--- src/rtl/wave_synth_pkg.sv ---
`default_nettype none
// ============================================================================
//  Module      : wave_synth_pkg
//  Description : Shared types and constants for the wave_synth DDS waveform
//                generator: mode encoding, mode-indicator colours and the
//                mode successor function.
//  Revision    : 1.0 - initial release
// ============================================================================
package wave_synth_pkg;

  // Active waveform mode. The encoding is visible on the mode output pins.
  typedef enum logic [1:0] {
    MODE_IDLE     = 2'd0,
    MODE_SQUARE   = 2'd1,
    MODE_TRIANGLE = 2'd2,
    MODE_SAW      = 2'd3
  } mode_t;

  // Mode indicator colours {r,g,b}
  localparam logic [2:0] RGB_IDLE     = 3'b000;
  localparam logic [2:0] RGB_SQUARE   = 3'b110;
  localparam logic [2:0] RGB_TRIANGLE = 3'b101;
  localparam logic [2:0] RGB_SAW      = 3'b011;
  localparam logic [2:0] RGB_ERROR    = 3'b100;

  // Mode cycle: IDLE -> SQUARE -> TRIANGLE -> SAW -> IDLE
  function automatic mode_t mode_succ(input mode_t m);
    mode_t r;
    case (m)
      MODE_IDLE:     r = MODE_SQUARE;
      MODE_SQUARE:   r = MODE_TRIANGLE;
      MODE_TRIANGLE: r = MODE_SAW;
      MODE_SAW:      r = MODE_IDLE;
      default:       r = MODE_IDLE;
    endcase
    return r;
  endfunction

endpackage : wave_synth_pkg
`default_nettype wire

--- src/rtl/wave_shaper.sv ---
`default_nettype none
// ============================================================================
//  Module      : wave_shaper
//  Description : Stage 1 of the wave_synth pipeline. Maps the phase
//                accumulator value to an unscaled sample for the active mode
//                and registers it together with the mode indicator colour.
//  Ports       : clk      - system clock
//                rst      - asynchronous active-low reset
//                phase_i  - phase accumulator value
//                mode_i   - active mode
//                duty_i   - square-wave high fraction, duty/2^DUTY_W
//                raw_o    - registered unscaled sample
//                rgb_o    - registered mode indicator
//  Revision    : 1.0 - initial release
// ============================================================================
module wave_shaper
  import wave_synth_pkg::*;
#(
  parameter int OUT_W   = 12,
  parameter int PHASE_W = 24,
  parameter int DUTY_W  = 8
) (
  input  logic               clk,
  input  logic               rst,
  input  logic [PHASE_W-1:0] phase_i,
  input  mode_t              mode_i,
  input  logic [DUTY_W-1:0]  duty_i,
  output logic [OUT_W-1:0]   raw_o,
  output logic [2:0]         rgb_o
);

  logic [OUT_W-1:0]  p;
  logic [DUTY_W-1:0] d;
  logic [OUT_W-1:0]  ramp;
  logic [OUT_W-1:0]  raw_d, raw_q;
  logic [2:0]        rgb_d, rgb_q;

  // Only the top bits of the phase shape the output; the fractional LSBs
  // exist solely to give fine frequency resolution.
  logic              unused_phase_bits;
  assign unused_phase_bits = ^phase_i;

  assign p    = phase_i[PHASE_W-1 -: OUT_W];
  assign d    = phase_i[PHASE_W-1 -: DUTY_W];
  // Rising half of the triangle: p doubled; the falling half is its inverse,
  // which makes the two halves mirror images about the phase midpoint.
  assign ramp = {p[OUT_W-2:0], 1'b0};

  always_comb begin
    raw_d = '0;
    rgb_d = RGB_ERROR;
    case (mode_i)
      MODE_IDLE: begin
        raw_d = '0;
        rgb_d = RGB_IDLE;
      end
      MODE_SQUARE: begin
        raw_d = (d < duty_i) ? '1 : '0;
        rgb_d = RGB_SQUARE;
      end
      MODE_TRIANGLE: begin
        raw_d = p[OUT_W-1] ? ~ramp : ramp;
        rgb_d = RGB_TRIANGLE;
      end
      MODE_SAW: begin
        raw_d = p;
        rgb_d = RGB_SAW;
      end
      default: begin
        raw_d = '0;
        rgb_d = RGB_ERROR;
      end
    endcase
  end

  always_ff @(posedge clk or negedge rst) begin
    if (!rst) begin
      raw_q <= '0;
      rgb_q <= RGB_IDLE;
    end else begin
      raw_q <= raw_d;
      rgb_q <= rgb_d;
    end
  end

  assign raw_o = raw_q;
  assign rgb_o = rgb_q;

endmodule : wave_shaper
`default_nettype wire

--- src/rtl/wave_synth.sv ---
`default_nettype none
// ============================================================================
//  Module      : wave_synth
//  Description : DDS-style waveform generator. A phase accumulator feeds a
//                two-stage pipeline (shape, then amplitude scale). Mode and
//                frequency changes are deferred to phase wrap so the output
//                never glitches mid-period.
//  Ports       : clk         - system clock
//                rst         - asynchronous active-low reset
//                ena         - phase advance enable
//                next_mode   - single-cycle request for the next mode
//                tuning_word - phase increment per enabled cycle
//                duty        - square-wave high fraction
//                amp         - amplitude, signal = raw*(amp+1) >> DUTY_W
//                signal      - scaled sample (2-cycle latency)
//                rgb         - mode indicator (1-cycle latency)
//                mode        - active mode
//                wrap        - one-cycle pulse on accumulator carry-out
//  Revision    : 1.0 - initial release
// ============================================================================
module wave_synth
  import wave_synth_pkg::*;
#(
  parameter int OUT_W   = 12,
  parameter int PHASE_W = 24,
  parameter int DUTY_W  = 8
) (
  input  logic               clk,
  input  logic               rst,
  input  logic               ena,
  input  logic               next_mode,
  input  logic [PHASE_W-1:0] tuning_word,
  input  logic [DUTY_W-1:0]  duty,
  input  logic [DUTY_W-1:0]  amp,
  output logic [OUT_W-1:0]   signal,
  output logic [2:0]         rgb,
  output logic [1:0]         mode,
  output logic               wrap
);

  localparam int PROD_W = OUT_W + DUTY_W + 1;

  logic [PHASE_W-1:0] phase_q, phase_d;
  logic [PHASE_W-1:0] tw_q, tw_d;
  logic               wrap_q, wrap_d;
  mode_t              mode_q, mode_d;
  mode_t              pend_q, pend_d;
  logic               pflag_q, pflag_d;
  logic [OUT_W-1:0]   signal_q, signal_d;

  logic [PHASE_W:0]   sum;
  logic               update_ok;
  logic [OUT_W-1:0]   raw;
  logic [DUTY_W:0]    amp_p1;
  logic [PROD_W-1:0]  prod;

  assign sum = {1'b0, phase_q} + {1'b0, tw_q};

  // Safe moments to swap frequency or mode: at a period boundary, while the
  // phase is frozen, while the accumulator is not moving, or while idle.
  assign update_ok = wrap_q | ~ena | (tw_q == '0) | (mode_q == MODE_IDLE);

  // --------------------------------------------------------------------------
  // State register
  // --------------------------------------------------------------------------
  always_ff @(posedge clk or negedge rst) begin
    if (!rst) begin
      phase_q  <= '0;
      tw_q     <= '0;
      wrap_q   <= 1'b0;
      mode_q   <= MODE_IDLE;
      pend_q   <= MODE_IDLE;
      pflag_q  <= 1'b0;
      signal_q <= '0;
    end else begin
      phase_q  <= phase_d;
      tw_q     <= tw_d;
      wrap_q   <= wrap_d;
      mode_q   <= mode_d;
      pend_q   <= pend_d;
      pflag_q  <= pflag_d;
      signal_q <= signal_d;
    end
  end

  // --------------------------------------------------------------------------
  // Next-state logic: accumulator, frequency latch, mode FSM
  // --------------------------------------------------------------------------
  always_comb begin
    phase_d = phase_q;
    wrap_d  = 1'b0;
    if (ena) begin
      phase_d = sum[PHASE_W-1:0];
      wrap_d  = sum[PHASE_W];
    end

    tw_d = update_ok ? tuning_word : tw_q;

    mode_d  = mode_q;
    pend_d  = pend_q;
    pflag_d = pflag_q;
    if (update_ok) begin
      if (pflag_q) begin
        mode_d = pend_q;
      end
      pflag_d = 1'b0;
    end
    // A request landing on the commit cycle chains from the value being
    // committed and keeps the flag set for the following commit.
    if (next_mode) begin
      pend_d  = mode_succ(pend_q);
      pflag_d = 1'b1;
    end

    case (mode_q)
      MODE_IDLE, MODE_SQUARE, MODE_TRIANGLE, MODE_SAW: ;
      default: mode_d = MODE_IDLE;
    endcase
  end

  // --------------------------------------------------------------------------
  // Stage 1: shaping
  // --------------------------------------------------------------------------
  wave_shaper #(
    .OUT_W   (OUT_W),
    .PHASE_W (PHASE_W),
    .DUTY_W  (DUTY_W)
  ) u_shaper (
    .clk     (clk),
    .rst     (rst),
    .phase_i (phase_q),
    .mode_i  (mode_q),
    .duty_i  (duty),
    .raw_o   (raw),
    .rgb_o   (rgb)
  );

  // --------------------------------------------------------------------------
  // Stage 2: scaling. amp+1 makes amp=all-ones an exact unity gain.
  // --------------------------------------------------------------------------
  assign amp_p1 = {1'b0, amp} + {{DUTY_W{1'b0}}, 1'b1};
  assign prod   = PROD_W'(raw) * PROD_W'(amp_p1);

  always_comb begin
    signal_d = OUT_W'(prod >> DUTY_W);
  end

  // --------------------------------------------------------------------------
  // Outputs
  // --------------------------------------------------------------------------
  always_comb begin
    signal = signal_q;
    mode   = mode_q;
    wrap   = wrap_q;
  end

endmodule : wave_synth
`default_nettype wire

--- config.mk ---
export PLATFORM = sky130hd
export DESIGN_NAME = wave_synth
export DESIGN_NICKNAME = d
export VERILOG_FILES = /design/src/rtl/wave_synth_pkg.sv /design/src/rtl/wave_shaper.sv /design/src/rtl/wave_synth.sv
export SDC_FILE = /design/constraint.sdc
export NUM_CORES = 1
export LEC_CHECK = 0
export CORE_ASPECT_RATIO = 1.1
export CORE_MARGIN = 2
export CORE_UTILIZATION = 60
export CTS_CLUSTER_DIAMETER = 40
export DETAILED_ROUTE_END_ITERATION = 12
export PLACE_DENSITY_LB_ADDON = 0.25
export SYNTH_ARGS = -nofsm -noshare
export SYNTH_HDL_FRONTEND = slang
export SYNTH_SLANG_ARGS = --single-unit
--- constraint.sdc ---
create_clock -name clk -period 6.2 [get_ports clk]
set_input_delay 1.24 -clock clk [delete_from_list [all_inputs] [get_ports clk]]
set_output_delay 1.24 -clock clk [all_outputs]
set_load 0.005 [all_outputs]
* Yosys cells after proc, flatten, opt, wreduce, memory -nomap -nowiden *
Index checks and enable logic that the tools add are counted.

storage, ports and cells
  bits in registers = 81
  input port bits = 44
  output and inout bits = 18
  word-level logic and storage cells = 37

operators by class
  $add $sub $neg = 2
  $mul = 1
  order comparisons = 1
  equality and inequality tests = 6
  mux-type cells = 8
  bitwise logic cells = 5
  reduce and logical (&&, ||, !) cells = 5

operators with widths
  kind                 count
  $pmux 12 s4          1
  $add 24x24->25       1
  $logic_not 24->1     1
  $mux 12              2
  $mul 12x9->20        1
  $not 12->12          1
  $pmux 3 s4           1
  $add 8x1->9 const B  1
  $eq 2x2->1 const B   4
  $lt 8x8->1           1
  $pmux 2 s4           1
  $eq 2x1->1 const B   2
  $logic_not 2->1      2
  $mux 1               3
  $or 1x1->1           3
  $reduce_and 2->1     1
  $reduce_bool 2->1    1
  $not 1->1            1

* Logic depth before layout (Yosys ltp) *
  depth after elaboration = 6
  gate-level depth with buffers = 22
  mapped depth without buffers = 21

* Modules after synthesis *
From an unflattened synthesis, not the netlist that was laid out.

second synthesis, totals
  cell total of the unflattened synthesis = 808
  area, all modules = 7,826.3 µm²

by module, submodules not included
  module       times used  cells an instance  area an instance (µm²)  sequential area each (µm²)
  wave_synth   1           718                6,870.3                 1,651.6
  wave_shaper  1           90                 955.9                   375.4

* Worst setup path before layout *
Ideal clock, no wire load.

  path type = in2reg
  from = in amp[4]
  to = reg signal_q[11], in the netlist signal[11]
  library setup time = 0.080 ns
  data arrival time = 5.889 ns
  required time = 6.120 ns
  path slack = 0.231 ns
  cell stages on the path = 20
  buffers on the path = 1
  cell sequence = nand3_1 > nor2_1 > and3_1 > xor2_1 > clkbuf_1 > and2_1 > fa_1 > fa_1 > fa_1 > inv_1 > fa_1 > inv_1 > ha_1 > a21o_1 > a21o_1 > a221o_1 > o21ai_1 > o21ai_1 > a21oi_1 > xnor2_1

between the ends
  longest elaborated chain between the ends = 2

RTL lines
  element                 line               source
  start: declaration      wave_synth.sv:34   input logic [DUTY_W-1:0] amp,
  $add 8x1->9             wave_synth.sv:141  assign amp_p1 = {1'b0, amp} + {{DUTY_W{1'b0}}, 1'b1};
  $mul 12x9->20           wave_synth.sv:142  assign prod = PROD_W'(raw) * PROD_W'(amp_p1);
  named net prod[19]      wave_synth.sv:55   logic [PROD_W-1:0] prod;
  end signal: assignment  wave_synth.sv:82   signal_q <= signal_d;
  end: declaration        wave_synth.sv:49   logic [OUT_W-1:0] signal_q, signal_d;

The timed path passes the listed nets, and every way through them passes these cells.
A chain may end at the register's enable or synchronous reset.

* Worst setup path in the final report *
  from = in amp[5]
  to = reg signal_q[9], in the netlist signal[9]

The elaborated chain is that of the path after synthesis.

==> summary.md <==
| Metric | Value |
|---|---|
| Mapped Area | `7820 sq um` |
| Htree depth | `3` |
| RSZ-0062 raised after global routing | `no` |
| Area after DPL | `8820 sq um` |
| Non-filler instance count after layout | `1042` |
| Status | `completed` |
| Gr usage total | `26.8%` |
| CP arrival | `6.27 ns` |
| Die Ht | `124 microns` |
| Core Util, Final | `72.6%` |
| Hold Crit Start | `phase_q[4]$_DFFE_PN0P_` |
| Filler Cell Count | `899` |
| Synth cell types | `72` |
| Dominant synthesized flop cell | `dfrtp_1` |
| Synth Register Bits | `81` |
| Clock Path Buffers | `2` |
| HP Class | `flip-flop to flip-flop` |
| Final Hold Vio Count | `0` |
| Slew @ Worst Pin | `0.999 ns` |
| Final worst slack | `0.188 ns` |
| Period Utilization, post-route | `97.0%` |
| Post-DP HPWL | `13.5 mm` |
| Die Width | `113 microns` |
| Worst Setup SP | `amp[5]` |
| CTS tree | `built` |
| Area of the core | `12600 sq um` |
| Worst slack, placed | `-0.535 ns` |
| Initial core utilization | `61.8%` |
| Final Setup Violations | `0` |
| Synth warn | `0` |
| WS Path Type | `primary input to flip-flop` |
| IO Pins | `62` |
| Top Layer Used | `met4` |
| CP Launch Type | `primary input` |
| TritonRoute pass-1 iters | `7` |
| Worst Path Max Fanout | `5` |
| CP endpoint kind | `flip-flop` |
| CTS buffer count | `9` |
| PwrDens | `468 nW/um^2` |
| Full die area | `14000 sq um` |
| Grt ovf | `0` |
| Detailed Route Iter0 Violations | `329` |
| Multi-input logic area | `5350 sq um` |
| Reg2reg start | `u_shaper.raw_o[6]$_DFF_PN0_` |
| Share of cells above drive strength 1 | `14.8%` |
| Pins Over Slew Limit | `0` |
| Clk Latency, worst-skew pair | `0.34 ns` |
| Placed insts | `1025` |
| Clk slew on worst S/H paths | `0.06 ns` |
| Worst Skew | `0.00777 ns` |
| Async set-reset flop share out of synthesis | `100%` |
| Clock root cell | `clkbuf_16` |
| Metal-1 WL | `6.78 mm` |
| Final Net Count | `1067` |
| Syn nets | `978` |
| Final Wtd Congestion | `0.954` |
| First-pass GRT wire length | `29.9 mm` |
| EDFF count, synth | `0` |
| Largest net degree at the start of global routing | `82` |
| # DRC | `0` |
| Final Cell Area | `9180 sq um` |
| Max-cap violations | `0` |
| Syn Area/Cell | `9.88 sq um` |
| Area delta synth->final | `17.4%` |
| Routed WL | `17.2 mm` |
| CTS Hold Buffers Added | `0` |
| Final worst path period need | `6.01 ns` |
| Antenna violations before repair | `0` |
| Fmax achieved | `166 MHz` |
| Pleak | `0.00450 uW` |
| Avg Vias per Cell | `5.77` |
| Setup TNS | `0 ns` |
| Number of core rows | `43` |
| Sequential fraction of the synthesis area | `25.9%` |
| DR vias | `6015` |
| Vias in the first global route | `6555` |
| WL/cell | `16.5 microns` |
| Sequential Area | `2030 sq um` |
| Routed Antenna Nets | `0` |
| Met2 routed WL | `9.14 mm` |
| Clock Sinks | `81` |
| WP data required | `6.46 ns` |
| Peak supply drop | `280 uV` |
| Port bufs | `61` |
| Synth Instances | `791` |
| Slew margin rel. | `33.4%` |
| ANT cells | `0` |
| Met3 wire length | `702 microns` |
-- sequential cells by signal, indices dropped and copies added, names as in the netlist --
register	count
u_shaper.raw_o	12
u_shaper.rgb_o	3
pend_q	2
tw_q	24
wrap	1
phase_q	24
signal	12
pflag_q	1
mode	2
-- per-layer routing --
| layer | up-vias | global-route usage (%) |
|---|---|---|
| met5 | - | 0 |
| met1 | 2966 | 31.6 |
| met4 | 0 | 12.3 |
| met3 | 52 | 2.68 |
| met2 | 187 | 49.6 |
| li1 | 2810 | - |
-- synthesized netlist by cell type, types with 2 or more instances --
| cell type | number | share of area (%) |
|---|---|---|
| nand2b_1 | 18 | 1.4 |
| buf_2 | 2 | 0.13 |
| nor3_1 | 3 | 0.19 |
| o31ai_1 | 4 | 0.38 |
| or2_2 | 3 | 0.24 |
| o21ai_1 | 10 | 0.64 |
| xor2_1 | 24 | 2.7 |
| o211ai_2 | 2 | 0.32 |
| a21o_2 | 2 | 0.22 |
| dfrtp_1 | 81 | 26 |
| and3_1 | 7 | 0.56 |
| a31oi_1 | 4 | 0.32 |
| a211oi_1 | 3 | 0.29 |
| clkbuf_1 | 20 | 0.96 |
| nor4_1 | 9 | 0.72 |
| nand2_1 | 66 | 3.2 |
| nor2b_1 | 12 | 0.96 |
| a22oi_1 | 12 | 1.2 |
| a21oi_1 | 24 | 1.5 |
| and2_1 | 46 | 3.7 |
| nor2_1 | 26 | 1.2 |
| ha_1 | 73 | 12 |
| nand3_1 | 10 | 0.64 |
| a21oi_2 | 3 | 0.34 |
| xnor2_1 | 23 | 2.6 |
| inv_1 | 99 | 4.8 |
| fa_1 | 70 | 18 |
| o21ai_0 | 21 | 1.3 |
| o21bai_1 | 6 | 0.58 |
| o211ai_1 | 3 | 0.29 |
| o21a_1 | 4 | 0.38 |
| a21o_1 | 18 | 1.7 |
| o2111ai_1 | 2 | 0.22 |
| nand4_1 | 7 | 0.56 |
| mux2_2 | 37 | 5.3 |
-- stage by stage --
step | hold WS [ns] | total power (uW)
global route | 0.513 | 4710
detailed placement | 0.484 | 3780
finish | 0.496 | 4300
CTS | 0.498 | 4300
global placement | 0.472 | 3650
floorplan | 0.460 | 2950
-- kinds of logic after synthesis --
logic type	after synthesis	share of synthesized area, %
AOI/OAI and AO/OA	135	12.3
xor gates and xnor gates	47	5.27
adders and majority gates	143	29.6
buffers and inverters	126	6.39
DFF	81	25.9
muxes	39	5.67
and+or+nand+nor	220	14.8
-- report_power, final --
| group | internal (uW) | switching, uW |
|---|---|---|
| clock | 280 | 205 |
| sequential | 750 | 250 |
| combinational | 1350 | 1460 |
| total | 2380 | 1910 |
-- final cells by class --
cell class	count	share of cell area [%]
Clock buffer	11	2.65
Timing Repair Buffer	105	10.4
Sequential cell	81	22.1
Clock inverter	5	0.341
Tap cell	157	2.14
Inverter	99	4.05
Multi-Input combinational cell	584	58.3
-- critical path, cell delays in order --
cell             delay (ns)
clkdlybuf4s50_1        0.52
nand2_1                0.08
nor2_2                 0.12
xor2_1                 0.12
buf_4                  0.17
and2_1                 0.16
fa_1                   0.49
inv_1                  0.06
fa_1                   0.54
inv_1                  0.07
fa_1                   0.54
inv_1                  0.06
fa_1                   0.56
inv_1                  0.05
ha_1                   0.30
and3_1                 0.19
a221o_1                0.42
o21ai_2                0.20
nand2b_1               0.12
a21oi_2                0.16
xnor2_1                0.12
-- cells in the final DEF, fill, tap and decap left out, types with 24 or more instances in the layout --
cell type,count
inv_1,99
dfrtp_1,81
ha_1,72
fa_1,70
nand2_1,66
clkdlybuf4s50_1,55
and2_1,46
buf_4,44
mux2_2,37
nor2_1,24
-- worst paths after layout --
path                                                to  slack [ns]  depth (start not counted)
min in group asynchronous       phase_q[3]$_DFFE_PN0P_        1.06                          1
setup reg to reg                   signal[9]$_DFF_PN0_        1.51                         16
hold / removal                  phase_q[4]$_DFFE_PN0P_        0.50                          1
hold reg to reg                 phase_q[4]$_DFFE_PN0P_        0.50                          1
setup / recovery                   signal[9]$_DFF_PN0_        0.19                         21
max in group asynchronous  u_shaper.raw_o[2]$_DFF_PN0_        4.47                          1
-- repair_timing --
item / CTS / global route
gates resized for setup: 9 / 10
setup buffers: 0 / 1
endpoints found under the hold margin: 0 / 0
pin swaps: 5 / 5
setup endpoints to repair: 8 / 9
No activity file was read; power rests on OpenSTA's default activity.
